File: src/rtl/stopwatch_time_counter.sv
// Stopwatch core: debounces three buttons, runs the IDLE/RUN/PAUSE control FSM,
// prescales clk to a 1 Hz tick and keeps a 00:00-59:59 BCD count with a lap freeze.
module stopwatch_time_counter #(
  parameter int TICK_CYCLES = 100_000_000,
  parameter int DB_CYCLES   = 1_000_000
) (
  input  logic       clk,
  input  logic       reset,
  input  logic       btn_start_stop,
  input  logic       btn_lap,
  input  logic       btn_clear,
  output logic [3:0] n0,
  output logic [3:0] n1,
  output logic [3:0] m0,
  output logic [3:0] m1,
  output logic       running,
  output logic       lap_active,
  output logic       sec_tick,
  output logic       wrap
);

  localparam int PW = $clog2(TICK_CYCLES);
  localparam int DW = (DB_CYCLES > 1) ? $clog2(DB_CYCLES) : 1;
  localparam logic [PW-1:0] PRESC_LAST = PW'(TICK_CYCLES - 1);
  localparam logic [DW-1:0] DB_LAST    = DW'(DB_CYCLES - 1);

  typedef enum logic [1:0] {
    IDLE  = 2'd0,
    RUN   = 2'd1,
    PAUSE = 2'd2
  } state_t;

  // Button index: 0 = start/stop, 1 = lap, 2 = clear
  logic [2:0] raw;
  logic [2:0] pulse;
  logic       ss_p;
  logic       lap_p;
  logic       clr_p;

  assign raw   = {btn_clear, btn_lap, btn_start_stop};
  assign ss_p  = pulse[0];
  assign lap_p = pulse[1];
  assign clr_p = pulse[2];

  for (genvar i = 0; i < 3; i++) begin : g_db
    logic          s1;
    logic          s2;
    logic          level;
    logic          pls;
    logic [DW-1:0] cnt;

    // Level flips only after DB_CYCLES consecutive samples disagree with it.
    always_ff @(posedge clk or posedge reset) begin
      if (reset) begin
        s1    <= 1'b0;
        s2    <= 1'b0;
        level <= 1'b0;
        pls   <= 1'b0;
        cnt   <= '0;
      end else begin
        s1  <= raw[i];
        s2  <= s1;
        pls <= 1'b0;
        if (s2 == level) begin
          cnt <= '0;
        end else if (cnt == DB_LAST) begin
          level <= s2;
          pls   <= s2;
          cnt   <= '0;
        end else begin
          cnt <= cnt + 1'b1;
        end
      end
    end

    assign pulse[i] = pls;
  end

  state_t state;
  state_t state_next;
  logic   count_en;
  logic   clear_all;
  logic   lap_toggle;

  always_ff @(posedge clk or posedge reset) begin
    if (reset) begin
      state   <= IDLE;
      running <= 1'b0;
    end else begin
      state   <= state_next;
      running <= (state_next == RUN);
    end
  end

  // Clear beats start/stop in PAUSE; clear is ignored in IDLE and RUN.
  always_comb begin
    state_next = state;
    case (state)
      IDLE:    if (ss_p) state_next = RUN;
      RUN:     if (ss_p) state_next = PAUSE;
      PAUSE: begin
        if (clr_p)     state_next = IDLE;
        else if (ss_p) state_next = RUN;
      end
      default: state_next = IDLE;
    endcase
  end

  always_comb begin
    count_en   = 1'b0;
    clear_all  = 1'b0;
    lap_toggle = 1'b0;
    case (state)
      RUN: begin
        count_en   = 1'b1;
        lap_toggle = lap_p;
      end
      PAUSE:   clear_all = clr_p;
      default: ;
    endcase
  end

  logic [PW-1:0] presc;
  logic          terminal;
  logic [3:0]    sec0;
  logic [3:0]    sec1;
  logic [3:0]    min0;
  logic [3:0]    min1;
  logic [15:0]   live;
  logic [15:0]   lap_snap;
  logic          at_max;

  assign terminal = count_en && (presc == PRESC_LAST);
  assign live     = {min1, min0, sec1, sec0};
  assign at_max   = (live == 16'h5959);

  // Prescaler holds in PAUSE so a resume finishes the partial second.
  always_ff @(posedge clk or posedge reset) begin
    if (reset) begin
      presc <= '0;
    end else if (clear_all) begin
      presc <= '0;
    end else if (count_en) begin
      presc <= terminal ? '0 : presc + 1'b1;
    end
  end

  always_ff @(posedge clk or posedge reset) begin
    if (reset) begin
      sec0     <= 4'd0;
      sec1     <= 4'd0;
      min0     <= 4'd0;
      min1     <= 4'd0;
      sec_tick <= 1'b0;
      wrap     <= 1'b0;
    end else begin
      sec_tick <= terminal;
      wrap     <= terminal && at_max;
      if (clear_all) begin
        sec0 <= 4'd0;
        sec1 <= 4'd0;
        min0 <= 4'd0;
        min1 <= 4'd0;
      end else if (terminal) begin
        if (sec0 != 4'd9) begin
          sec0 <= sec0 + 4'd1;
        end else begin
          sec0 <= 4'd0;
          if (sec1 != 4'd5) begin
            sec1 <= sec1 + 4'd1;
          end else begin
            sec1 <= 4'd0;
            if (min0 != 4'd9) begin
              min0 <= min0 + 4'd1;
            end else begin
              min0 <= 4'd0;
              min1 <= (min1 == 4'd5) ? 4'd0 : min1 + 4'd1;
            end
          end
        end
      end
    end
  end

  // Snapshot takes the pre-increment count when it lands on a tick edge.
  always_ff @(posedge clk or posedge reset) begin
    if (reset) begin
      lap_snap   <= 16'h0000;
      lap_active <= 1'b0;
    end else if (clear_all) begin
      lap_snap   <= 16'h0000;
      lap_active <= 1'b0;
    end else if (lap_toggle) begin
      if (!lap_active) begin
        lap_snap   <= live;
        lap_active <= 1'b1;
      end else begin
        lap_active <= 1'b0;
      end
    end
  end

  assign {m1, m0, n1, n0} = lap_active ? lap_snap : live;

endmodule

File: config.mk
export PLATFORM = sky130hd
export DESIGN_NAME = stopwatch_time_counter
export DESIGN_NICKNAME = d
export VERILOG_FILES = /design/src/rtl/stopwatch_time_counter.sv
export SDC_FILE = /design/constraint.sdc
export NUM_CORES = 1
export LEC_CHECK = 0
export ABC_AREA = 1
export CAP_MARGIN = 25
export CORE_AREA = 4 4 115 117
export CTS_CLUSTER_SIZE = 8
export DETAILED_ROUTE_END_ITERATION = 10
export DIE_AREA = 0 0 119 121
export PLACE_DENSITY = 0.92
export SETUP_SLACK_MARGIN = 0.3
export SYNTH_ARGS = -nofsm -noshare
export SYNTH_HDL_FRONTEND = slang
export SYNTH_SLANG_ARGS = --single-unit
File: constraint.sdc
create_clock -name clk -period 5.5 [get_ports clk]
set_input_delay 1.1 -clock clk [delete_from_list [all_inputs] [get_ports clk]]
set_output_delay 1.1 -clock clk [all_outputs]
set_load 0.01 [all_outputs]
[Yosys cells after proc, flatten, opt, wreduce, memory -nomap -nowiden]
Index checks and enable logic that the tools add are counted.
Operators by class
  $add $sub $neg: 8
  equal/unequal tests: 18
  bitwise logic cells: 3
  magnitude comparators: 0
  divide/modulo/power cells: 0
  muxes and demuxes: 46
  $mul: 0
  reduce and logical (&&, ||, !) cells: 12
  shifts and indexed selects: 0
Operators by type and width (count)
  2-to-1 mux 20 bit: 6
  2-to-1 mux 27 bit: 3
  2-to-1 mux 4 bit: 18
  adder 20 x 1 -> 20 bit (second input constant): 3
  equality test 20 bit (second input constant): 3
  2-to-1 mux 16 bit: 3
  adder 27 x 1 -> 27 bit (second input constant): 1
  equality test 27 bit (second input constant): 1
  adder 4 x 1 -> 4 bit (second input constant): 4
  equality test 16 x 15 -> 1 bit (second input constant): 1
  2-to-1 mux 1 bit: 12
  != test 4 bit (second input constant): 2
  AND reduction 2 bit: 4
  2-to-1 mux 2 bit: 3
  != test 2 bit (second input constant): 3
  one-hot mux 2 bit (3 select lines): 1
  nonzero test 2 bit: 3
  equality test 2 x 1 -> 1 bit (second input constant): 2
  equality test 4 x 3 -> 1 bit (second input constant): 1
  != test 4 x 3 -> 1 bit (second input constant): 1
  AND reduction 4 bit: 1
  equality test 1 bit: 3
  NOT 1 bit: 3
  AND reduction 3 bit: 1
  3 further kinds: 4
Storage, ports and cells
  memories: 0
  RAM bits: 0
  output and inout port bits: 20
  bits of input ports: 5
  logic and storage cells: 113
  latch bits: 0
  memory bits (read-only): 0
  flip-flop bits (word level): 137

[Depth between registers and ports, before layout]
  depth after elaboration: 7
  gate-level depth with buffers: 10
  mapped depth without buffers: 10

[Worst setup path after synthesis]
No wires, ideal clock.
  path kind: register to output
  start point: register lap_active
  end point: output m0[1]
  setup slack: 3435 ps
  arrival: 965 ps
  cell stages (with the launch flop): 3
  path buffers: 1
  required time: 4400 ps
  cells stage by stage: dfrtp_1 clkbuf_1 o21ai_0
On the way
  word-level cells in the longest chain between the ends: 1
Ends and longest elaborated chain
  start: declaration: line 17  | output logic lap_active,
  start signal: assignment: line 189  | lap_active <= 1'b0;
  start signal: assignment: line 192  | lap_active <= 1'b0;
  start signal: assignment: line 196  | lap_active <= 1'b1;
  2-to-1 mux 16 bit
  end: declaration: line 14  | output logic [3:0] m0,
No other way between the ends.

[Worst setup path after layout]
  start point: register lap_active
  end point: output m0[0]
Same word-level chain as after synthesis.

==> flow_summary.ini <==
[status]
status = completed

[yosys]
synth_top_area_cell = dfrtp_1
yosysSeqAreaShare_pct = 45.9
synth-compound-area-share_pct = 4.91
avgSynthCellArea_um2 = 7.42
synth_top_cell_area_share_pct = 45.9
synthAdderAreaFrac_pct = 2.01
synth-simple-area-share_pct = 35.9
synth_area_leaders = dfrtp_1, nand2_1, nor2_1, nand3_1, inv_1
ys.flop_type = dfrtp_1
synth_top_family_by_area = simple AND/OR/NAND/NOR gates
muxShareOfSynthArea_pct = 0
syn_nets = 1023
synth_edf_count = 0
synth_area_mm2 = 0.00747
async_flop_share_pct = 100
synthXorXnorAreaFrac_pct = 3.87
ys_seq_elements = 137
synthCells = 1006
yosysWarnings = 0
synth_cell_type_count = 32

[die]
die_area_mm2 = 0.0144
boundaryPins = 25
die_y_um = 121
rows = 41
coreArea_mm2 = 0.0124
die_w_um = 119
start_util_pct = 60.4

[placement]
dp_cells = 1190
globalplace.congestion = 0.929
io_buffers = 24
hpwl_mm = 11.0

[detailed_routing]
wl_per_cell_um = 13.9
drtAntennaViolNets = 0
vias = 6704
dr.pass1.iters = 6
drc = 0
wirelength_mm = 17.0
vias_per_cell = 5.49
drt_iter0_markers = 628

[pwr]
p_int_mw = 1.80
switching_share_pct = 20.2
peakVddDrop_mv = 0.193
power.switching_mw = 0.455
p_leak_nw = 3.86
finalPower_mw = 2.25
combPwrFrac_pct = 2.0
powerDensity_mw_per_mm2 = 266
pwr-share-seq_pct = 45.4
p_clk_share_pct = 52.6

[global_route]
grt_pass1_wl_mm = 28.9
antenna_found_initial = 0
grt_util_met1_pct = 31.7
grt_use_total_pct = 24.6
grt.busiest_layer = met2
overflow = 0
grt_pass1_vias = 6335
met2_usage_pct = 41.0
grt_use_met3_pct = 5.13
grt_max_degree = 97

[timing]
finalCritPeriodShare_pct = 62.1
fmax_mhz = 293
final.min_clock_period_ps = 3420
skew_ps = 7.40
finalSetupViolations = 0
finalSetupTns_ps = 0
relSlewSlack_pct = 41.0
rsz0062_at_grt = false
finalMaxSlewViolations = 0
hold_viol_final = 0
worstMarginPinSlew_ps = 879

[clocking]
hold_buffers = 0
clk_latency_ps = 430
htree_levels = 4
post_cts_buffers = 0
cts_tree = yes
clk_path_buf_depth = 2
clkSinkCount = 137
path_clk_slew_ps = 50
numCtsBuffers = 17
cts_resized = 0
root_buffer = clkbuf_16

[worst_setup_path]
critPathLaunchType = flop
cp.arrival_ps = 2320
r2r_slack_ps = 3080
cp-startpoint = lap_active$_DFFE_PP0P_
crit_fanout = 31
reg2reg_depth = 9
worst_setup_path_end_kind = output port
crit_path_end = m0[0]
r2r-start = state[1]$_DFF_PP0_
worstPathRequired_ps = 4400
r2r_end = presc[13]$_DFFE_PP0P_
worstSetupPathType = flop to output port

[final_layout]
fillers = 940
final_cell_mix = nand2_1, nor2_1, dfrtp_1
final_common_cell = nand2_1
multiInputGateArea_mm2 = 0.00349
fin_cells = 1221
final-seq-area_mm2 = 0.00343
area_growth_pct = 13.4
fin_nets = 1054
diodes = 0
drive_gt1_share_pct = 6.01

[job]
drv_cap = 0

[min_path]
min_path_type = flop to flop
Yosys cell counts (12+ instances only):
| master | count |
|---|---|
| nand2_1 | 240 |
| nor2_1 | 173 |
| dfrtp_1 | 137 |
| inv_1 | 121 |
| nand3_1 | 101 |
| nor3_1 | 35 |
| o21ai_0 | 32 |
| nand4_1 | 25 |
| xor2_1 | 20 |
| a21oi_1 | 19 |
| xnor2_1 | 13 |
| ha_1 | 12 |
| nand2_2 | 12 |
layer usage:
metal  vias up  part of all wire [%]
li1       3283                     -
met1      3099                    43
met2       265                    48
met3        57                   6.1
met4         0                   2.6
met5         -                     0
worst min path at each step:
stage                    startpoint                    to  slack (ps)  cells past startpoint
6_report       g_db[2].s1$_DFF_PP0_  g_db[2].s2$_DFF_PP0_         350                      0
5_1_grt        g_db[2].s1$_DFF_PP0_  g_db[2].s2$_DFF_PP0_         350                      0
4_1_cts        g_db[2].s1$_DFF_PP0_  g_db[2].s2$_DFF_PP0_         350                      0
3_5_place_dp   g_db[2].s1$_DFF_PP0_  g_db[2].s2$_DFF_PP0_         340                      0
3_3_place_gp   g_db[2].s1$_DFF_PP0_  g_db[2].s2$_DFF_PP0_         330                      0
2_1_floorplan  g_db[0].s1$_DFF_PP0_  g_db[0].s2$_DFF_PP0_         330                      0
power by group through the flow:
stage | combinational (mW) | clock [mW] | sequential, mW
2_1_floorplan | 0.0315 | 0 | 1.04
3_3_place_gp | 0.0442 | 0 | 1.04
3_5_place_dp | 0.0459 | 0 | 1.04
4_1_cts | 0.0464 | 1.19 | 1.02
5_1_grt | 0.0528 | 1.24 | 1.02
6_report | 0.0449 | 1.18 | 1.02
state kept, by name, summed over array words and instances (netlist names):
signal and cells:
presc 27, g_db.pls 2, state 2, min1 4
running 1, g_db.s1 3, g_db.level 3, clr_p 1
lap_snap 16, sec0 4, wrap 1, sec1 4
lap_active 1, g_db.s2 3, g_db.cnt 60, min0 4
sec_tick 1
cells by family (layout without fill, tap and decap cells):
| kind of cell | count (synthesis) | count (layout) |
|---|---|---|
| buf+inv | 141 | 184 |
| fa+ha+maj | 12 | 12 |
| flops | 137 | 137 |
| xor+xnor | 33 | 33 |
| simple gates | 613 | 613 |
| compound gates | 70 | 70 |
through the flow:
| step | utilization, % | setup slack [ps] | cell area, um^2 | hold slack (ps) |
|---|---|---|---|---|
| 2_1_floorplan | - | 732 | 7470 | 331 |
| 3_3_place_gp | 63.6 | 2710 | 7860 | 332 |
| 3_5_place_dp | 63.6 | 2700 | 7860 | 337 |
| 4_1_cts | 68.5 | 2140 | 8470 | 349 |
| 5_1_grt | 68.5 | 1960 | 8470 | 351 |
| 6_report | 68.5 | 2080 | 8470 | 354 |
cell type report:
| cell class | instances | share of cell area [%] |
|---|---|---|
| clock inverter | 7 | 1.68 |
| inverter | 128 | 5.73 |
| timing repair buffer | 25 | 2.93 |
| sequential | 137 | 40.5 |
| clock buffer | 24 | 5.45 |
| multi-input combinational | 728 | 41.2 |
| tap | 172 | 2.54 |
critical path, cell delays in order (launching register included):
cell and delay (ps):
dfrtp_1 910, nand2_1 170, o21ai_0 210, clkdlybuf4s50_1 610
Note: power is estimated with default switching activity, not from simulation.
